File: config.mk
export PLATFORM = sky130hd
export DESIGN_NAME = lsu_ctrl
export DESIGN_NICKNAME = d
export VERILOG_FILES = /design/src/rtl/lsu_ctrl.sv
export SDC_FILE = /design/constraint.sdc
export NUM_CORES = 1
export LEC_CHECK = 0
export CORE_MARGIN = 2
export CORE_UTILIZATION = 43
export CTS_CLUSTER_DIAMETER = 100
export DETAILED_ROUTE_END_ITERATION = 12
export PLACE_DENSITY = 0.81
export SLEW_MARGIN = 20
export SYNTH_ARGS = -nofsm -noshare
export SYNTH_HDL_FRONTEND = slang
export SYNTH_SLANG_ARGS = --single-unit
File: constraint.sdc
create_clock -name clk -period 2.1 [get_ports clk]
set_input_delay 0.63 -clock clk [delete_from_list [all_inputs] [get_ports clk]]
set_output_delay 0.63 -clock clk [all_outputs]
set_load 0.03 [all_outputs]
File: src/rtl/lsu_ctrl.sv
// Load/store unit: carries one data-memory access at a time over a req/gnt/rvalid port,
// steering store bytes onto their lanes and aligning/extending load data back to the core.
module lsu_ctrl #(
  parameter int DATA_WIDTH     = 32,
  parameter int MEM_ADDR_WIDTH = 32
) (
  input  logic                      clk,
  input  logic                      rst,
  input  logic                      lsu_req_i,
  input  logic                      lsu_we_i,
  input  logic [1:0]                lsu_size_i,
  input  logic                      lsu_sign_ext_i,
  input  logic [MEM_ADDR_WIDTH-1:0] lsu_addr_i,
  input  logic [DATA_WIDTH-1:0]     lsu_wdata_i,
  output logic                      data_req_o,
  output logic [MEM_ADDR_WIDTH-1:0] data_addr_o,
  output logic                      data_we_o,
  output logic [3:0]                data_be_o,
  output logic [DATA_WIDTH-1:0]     data_wdata_o,
  input  logic                      data_gnt_i,
  input  logic                      data_rvalid_i,
  input  logic [DATA_WIDTH-1:0]     data_rdata_i,
  output logic [DATA_WIDTH-1:0]     lsu_rdata_o,
  output logic                      valid_lsu_load_o,
  output logic                      valid_lsu_store_o,
  output logic                      misaligned_o,
  output logic                      lsu_busy_o
);

  localparam int NUM_LANES = DATA_WIDTH / 8;

  localparam logic [1:0] SIZE_BYTE = 2'b00;
  localparam logic [1:0] SIZE_HALF = 2'b01;
  localparam logic [1:0] SIZE_WORD = 2'b10;

  typedef enum logic [1:0] {
    IDLE,
    WAIT_GNT,
    WAIT_RVALID
  } state_t;

  state_t                    state_reg;
  logic                      we_reg;
  logic [1:0]                size_reg;
  logic                      sext_reg;
  logic [1:0]                off_reg;
  logic                      req_reg;
  logic [MEM_ADDR_WIDTH-1:0] addr_reg;
  logic [3:0]                be_reg;
  logic [DATA_WIDTH-1:0]     wdata_reg;
  logic [DATA_WIDTH-1:0]     rdata_reg;
  logic                      load_pulse_reg;
  logic                      store_pulse_reg;
  logic                      mis_pulse_reg;

  logic                      misaligned_next;
  logic [3:0]                be_next;
  logic [DATA_WIDTH-1:0]     wdata_next;
  logic [DATA_WIDTH-1:0]     rdata_shifted;
  logic [DATA_WIDTH-1:0]     rdata_next;

  always_comb begin
    misaligned_next = 1'b0;
    case (lsu_size_i)
      SIZE_BYTE: misaligned_next = 1'b0;
      SIZE_HALF: misaligned_next = lsu_addr_i[0];
      SIZE_WORD: misaligned_next = |lsu_addr_i[1:0];
      default:   misaligned_next = 1'b1;
    endcase
  end

  always_comb begin
    be_next = 4'b1111;
    case (lsu_size_i)
      SIZE_BYTE: be_next = 4'b0001 << lsu_addr_i[1:0];
      SIZE_HALF: be_next = 4'b0011 << lsu_addr_i[1:0];
      default:   be_next = 4'b1111;
    endcase
  end

  // Replicate the store operand across lanes so the memory only needs the byte enables.
  genvar gi;
  generate
    for (gi = 0; gi < NUM_LANES; gi++) begin : g_lane
      assign wdata_next[gi*8 +: 8] =
        (lsu_size_i == SIZE_BYTE) ? lsu_wdata_i[7:0] :
        (lsu_size_i == SIZE_HALF) ? lsu_wdata_i[(gi%2)*8 +: 8] :
                                    lsu_wdata_i[gi*8 +: 8];
    end
  endgenerate

  assign rdata_shifted = data_rdata_i >> {off_reg, 3'b000};

  always_comb begin
    rdata_next = rdata_shifted;
    case (size_reg)
      SIZE_BYTE: rdata_next = {{(DATA_WIDTH-8){sext_reg & rdata_shifted[7]}}, rdata_shifted[7:0]};
      SIZE_HALF: rdata_next = {{(DATA_WIDTH-16){sext_reg & rdata_shifted[15]}}, rdata_shifted[15:0]};
      default:   rdata_next = rdata_shifted;
    endcase
  end

  always_ff @(posedge clk) begin
    if (rst) begin
      state_reg       <= IDLE;
      we_reg          <= 1'b0;
      size_reg        <= SIZE_BYTE;
      sext_reg        <= 1'b0;
      off_reg         <= 2'b00;
      req_reg         <= 1'b0;
      addr_reg        <= '0;
      be_reg          <= 4'b0000;
      wdata_reg       <= '0;
      rdata_reg       <= '0;
      load_pulse_reg  <= 1'b0;
      store_pulse_reg <= 1'b0;
      mis_pulse_reg   <= 1'b0;
    end else begin
      load_pulse_reg  <= 1'b0;
      store_pulse_reg <= 1'b0;
      mis_pulse_reg   <= 1'b0;
      case (state_reg)
        IDLE: begin
          if (lsu_req_i) begin
            if (misaligned_next) begin
              mis_pulse_reg <= 1'b1;
            end else begin
              we_reg    <= lsu_we_i;
              size_reg  <= lsu_size_i;
              sext_reg  <= lsu_sign_ext_i;
              off_reg   <= lsu_addr_i[1:0];
              addr_reg  <= {lsu_addr_i[MEM_ADDR_WIDTH-1:2], 2'b00};
              be_reg    <= be_next;
              wdata_reg <= wdata_next;
              req_reg   <= 1'b1;
              state_reg <= WAIT_GNT;
            end
          end
        end
        WAIT_GNT: begin
          if (data_gnt_i) begin
            req_reg   <= 1'b0;
            state_reg <= WAIT_RVALID;
          end
        end
        WAIT_RVALID: begin
          if (data_rvalid_i) begin
            state_reg <= IDLE;
            if (we_reg) begin
              store_pulse_reg <= 1'b1;
            end else begin
              rdata_reg      <= rdata_next;
              load_pulse_reg <= 1'b1;
            end
          end
        end
        default: begin
          req_reg   <= 1'b0;
          state_reg <= IDLE;
        end
      endcase
    end
  end

  assign data_req_o        = req_reg;
  assign data_addr_o       = addr_reg;
  assign data_we_o         = we_reg;
  assign data_be_o         = be_reg;
  assign data_wdata_o      = wdata_reg;
  assign lsu_rdata_o       = rdata_reg;
  assign valid_lsu_load_o  = load_pulse_reg;
  assign valid_lsu_store_o = store_pulse_reg;
  assign misaligned_o      = mis_pulse_reg;
  assign lsu_busy_o        = (state_reg != IDLE);

endmodule

==> flow_metrics.py <==
metrics = {
    "die": {
        "die_x_um": 112,
        "core_area_sq_um": 11400,
        "std_cell_rows": 39,
        "die-area_sq_um": 12600,
        "start_util_pct": 44.2,
        "ioPinCount": 211,
        "die_y_um": 112,
    },
    "placement": {
        "port_buffers": 208,
        "place_area_sq_um": 7390,
        "place_congestion": 0.889,
        "dp_hpwl_um": 12100,
    },
    "layout": {
        "antenna_cells": 0,
        "final_nets": 882,
        "drive_gt1_share_pct": 11.4,
        "area_growth_pct": 53.1,
        "final_util_pct": 67.6,
        "final_area_sq_um": 7720,
    },
    "global_routing": {
        "grt_max_degree": 42,
        "grt_pass1_vias": 5254,
        "use_met3_pct": 8.80,
        "grt.overflow.total": 0,
        "grtUsageMet1_pct": 29.8,
        "antenna_found_initial": 0,
        "grt_usage_pct": 25.6,
        "grt_pass1_wl_um": 26200,
        "gr-max-usage-layer": "met2",
        "use_met2_pct": 43.2,
    },
    "pwr": {
        "pwr-share-clk_pct": 35.2,
        "switchingPower_mw": 1.47,
        "p_int_mw": 3.89,
        "leakage_nw": 2.71,
        "power_frac_comb_pct": 22.7,
        "max-vdd-ir-drop_mv": 0.434,
        "p_seq_share_pct": 42.0,
        "power_density_nw_per_um2": 693,
        "switching_share_pct": 27.4,
    },
    "cts": {
        "cts_buffers": 9,
        "ctsHtreeMaxLevel": 3,
        "cts_root_buffer": "clkbuf_16",
        "clkTransAtPathRegs_ps": 70,
        "clockBufferDepth": 2,
        "insertion_delay_ps": 340,
        "clkSinkCount": 110,
        "ctsHoldBuffers": 0,
        "cts_setup_buffers": 0,
        "cts_tree": "built",
    },
    "sta": {
        "final.setup_skew_ps": 7.21,
        "rsz0062_at_grt": "false",
        "finalHoldViolCount": 0,
        "tightest_slew_ps": 591,
        "period_minus_slack_ps": 2060,
        "slew_headroom_pct": 60.4,
        "setup_violations": 0,
        "slew_violations": 0,
        "max_freq_ghz": 0.484,
        "holdWs_ps": 462,
        "finalCritPeriodShare_pct": 98.3,
    },
    "critical_path": {
        "required_ps": 1470,
        "crit_arrival_ps": 1430,
        "reg2reg_to": "lsu_rdata_o[8]",
        "crit_buf_inv": 1,
        "cp_slowest_cell": "clkdlybuf4s50_1",
        "r2r_slack_ps": 380,
        "critical_path.top_delay_family": "buffers and inverters",
        "max_stage_delay_ps": 740,
        "worst_setup_path_end_kind": "output pin",
        "r2r_cells": 4,
        "reg2reg_from": "off_reg[1]",
        "crit_chain": "clkdlybuf4s50_1",
        "startpoint_type": "flip-flop",
        "path_class": "flip-flop to output pin",
        "path_max_fanout": 2,
    },
    "synth": {
        "synth_simple_gate_area_share_pct": 11.0,
        "synth_top_family_by_area": "compound AO/OA/AOI/OAI gates",
        "synth_compound_area_share_pct": 29.8,
        "synth_cells": 580,
        "synth_top_cells_by_count": "dfxtp_1 (110), a21oi_1 (106), o21ai_0 (69)",
        "synthTopCellsByArea": "dfxtp_1 (44%), a21oi_1 (11%), o21ai_0 (6.8%)",
        "ys_dominant_reg_cell": "dfxtp_1",
        "synth_top_area_share_pct": 43.7,
        "synth_seq_cells": 110,
        "yosysWarnings": 0,
        "muxShareOfSynthArea_pct": 9.40,
        "syn_area_per_cell_sq_um": 8.70,
        "yosys.area_share.adder_pct": 0,
        "synth_edf_count": 0,
        "netlist_area_sq_um": 5040,
        "yosysSeqAreaShare_pct": 43.7,
        "synth_most_common_cell": "dfxtp_1",
        "yosys.area_share.xor_xnor_pct": 0,
        "async_flop_share_pct": 0,
        "ys_types": 40,
        "synth_largest_area_cell": "dfxtp_1",
    },
    "routing": {
        "drtAntennaViolNets": 0,
        "drc": 0,
        "wirelength_um": 16500,
        "drt-initial-drc-count": 429,
        "wire_per_inst_um": 17.9,
        "dr.pass1.iters": 5,
        "num_vias": 5307,
        "viasPerCell": 5.74,
    },
    "worst_hold_path": {
        "whs_endpoint": "lsu_rdata_o[2]",
        "worstHoldStart": "lsu_rdata_o[2]",
        "hold_class": "flip-flop to flip-flop",
        "min_path_cells": 2,
    },
    "status": {
        "status": "complete, no violations",
    },
    "run": {
        "maxCapViolCount": 0,
    },
}
==> power by group through the flow <==
stage	combinational, mW	clock [mW]	sequential (mW)
global placement	1.19	0	2.29
floorplan	0.446	0	2.47
CTS	1.21	1.92	2.25
finish	1.22	1.89	2.25
global route	1.30	2.01	2.26
detailed placement	1.21	0	2.29
==> stage by stage <==
stage	std cells	setup TNS, ps	power, mW	worst slack [ps]
floorplan	581	0	2.92	296
global placement	909	-6820	3.48	-104
detailed placement	909	-9910	3.50	-170
CTS	925	0	5.38	5.85
global route	925	0	5.56	7.84
finish	925	0	5.35	35.6
==> layout by cell type, fill, tap and decap left out, types with 2 or more instances in the layout <==
cell,n
nand3_1,43
clkbuf_16,9
buf_12,7
nor2_1,28
a22o_1,8
nand2_1,38
a211oi_1,14
a21oi_1,106
o2111ai_1,8
mux2_2,15
o211ai_1,7
a311oi_1,11
conb_1,2
bufinv_16,2
o21ai_0,69
dfxtp_1,110
inv_1,3
clkbuf_8,3
nand3b_1,2
clkdlybuf4s50_1,205
mux2i_1,26
a211oi_2,10
buf_4,32
mux4_2,2
nor3_1,2
==> timing repair <==
action,4_1_cts,5_1_grt
gates cloned,0,0
endpoints found under the setup margin,1,1
resized for setup,1,1
==> worst max-delay path by stage <==
stage                               start                to  slack (ps)  cells after the start
final                     data_wdata_o[0]   data_wdata_o[0]          40                      1
after global routing      data_wdata_o[0]   data_wdata_o[0]           8                      1
after CTS                       data_we_o         data_we_o           6                      1
after detailed placement    lsu_addr_i[1]   data_addr_o[30]        -170                      6
after global placement      lsu_size_i[1]         data_we_o        -100                      6
after floorplan             lsu_size_i[0]  data_wdata_o[15]         300                      7
==> layer usage <==
layer  up-vias  routed length (um)  share of wire (%)
li1       2515                   -                  -
met1      2476                6320                 38
met2       273                8050                 49
met3        43                1700                 10
met4         0                 457                2.8
met5         -                   0                  0
==> cell type report <==
class                           instances  area (sq um)
Clock buffer                           13           270
Clock inverter                          3          65.1
Fill cell                             934          3700
Inverter                                3          11.3
Multi-Input combinational cell        407          2540
Sequential cell                       110          2200
Tap cell                              143           179
Timing Repair Buffer                  246          2450
==> logic make-up (layout without fill, tap and decap cells) <==
group / Yosys count / after routing
multiplexers: 43 / 43
buffers and inverters: 64 / 265
AND/OR/NAND/NOR: 121 / 121
other: 1 / 2
AO/OA/AOI/OAI: 241 / 241
flip-flops: 110 / 110
Power figures use the tool's default switching activity.
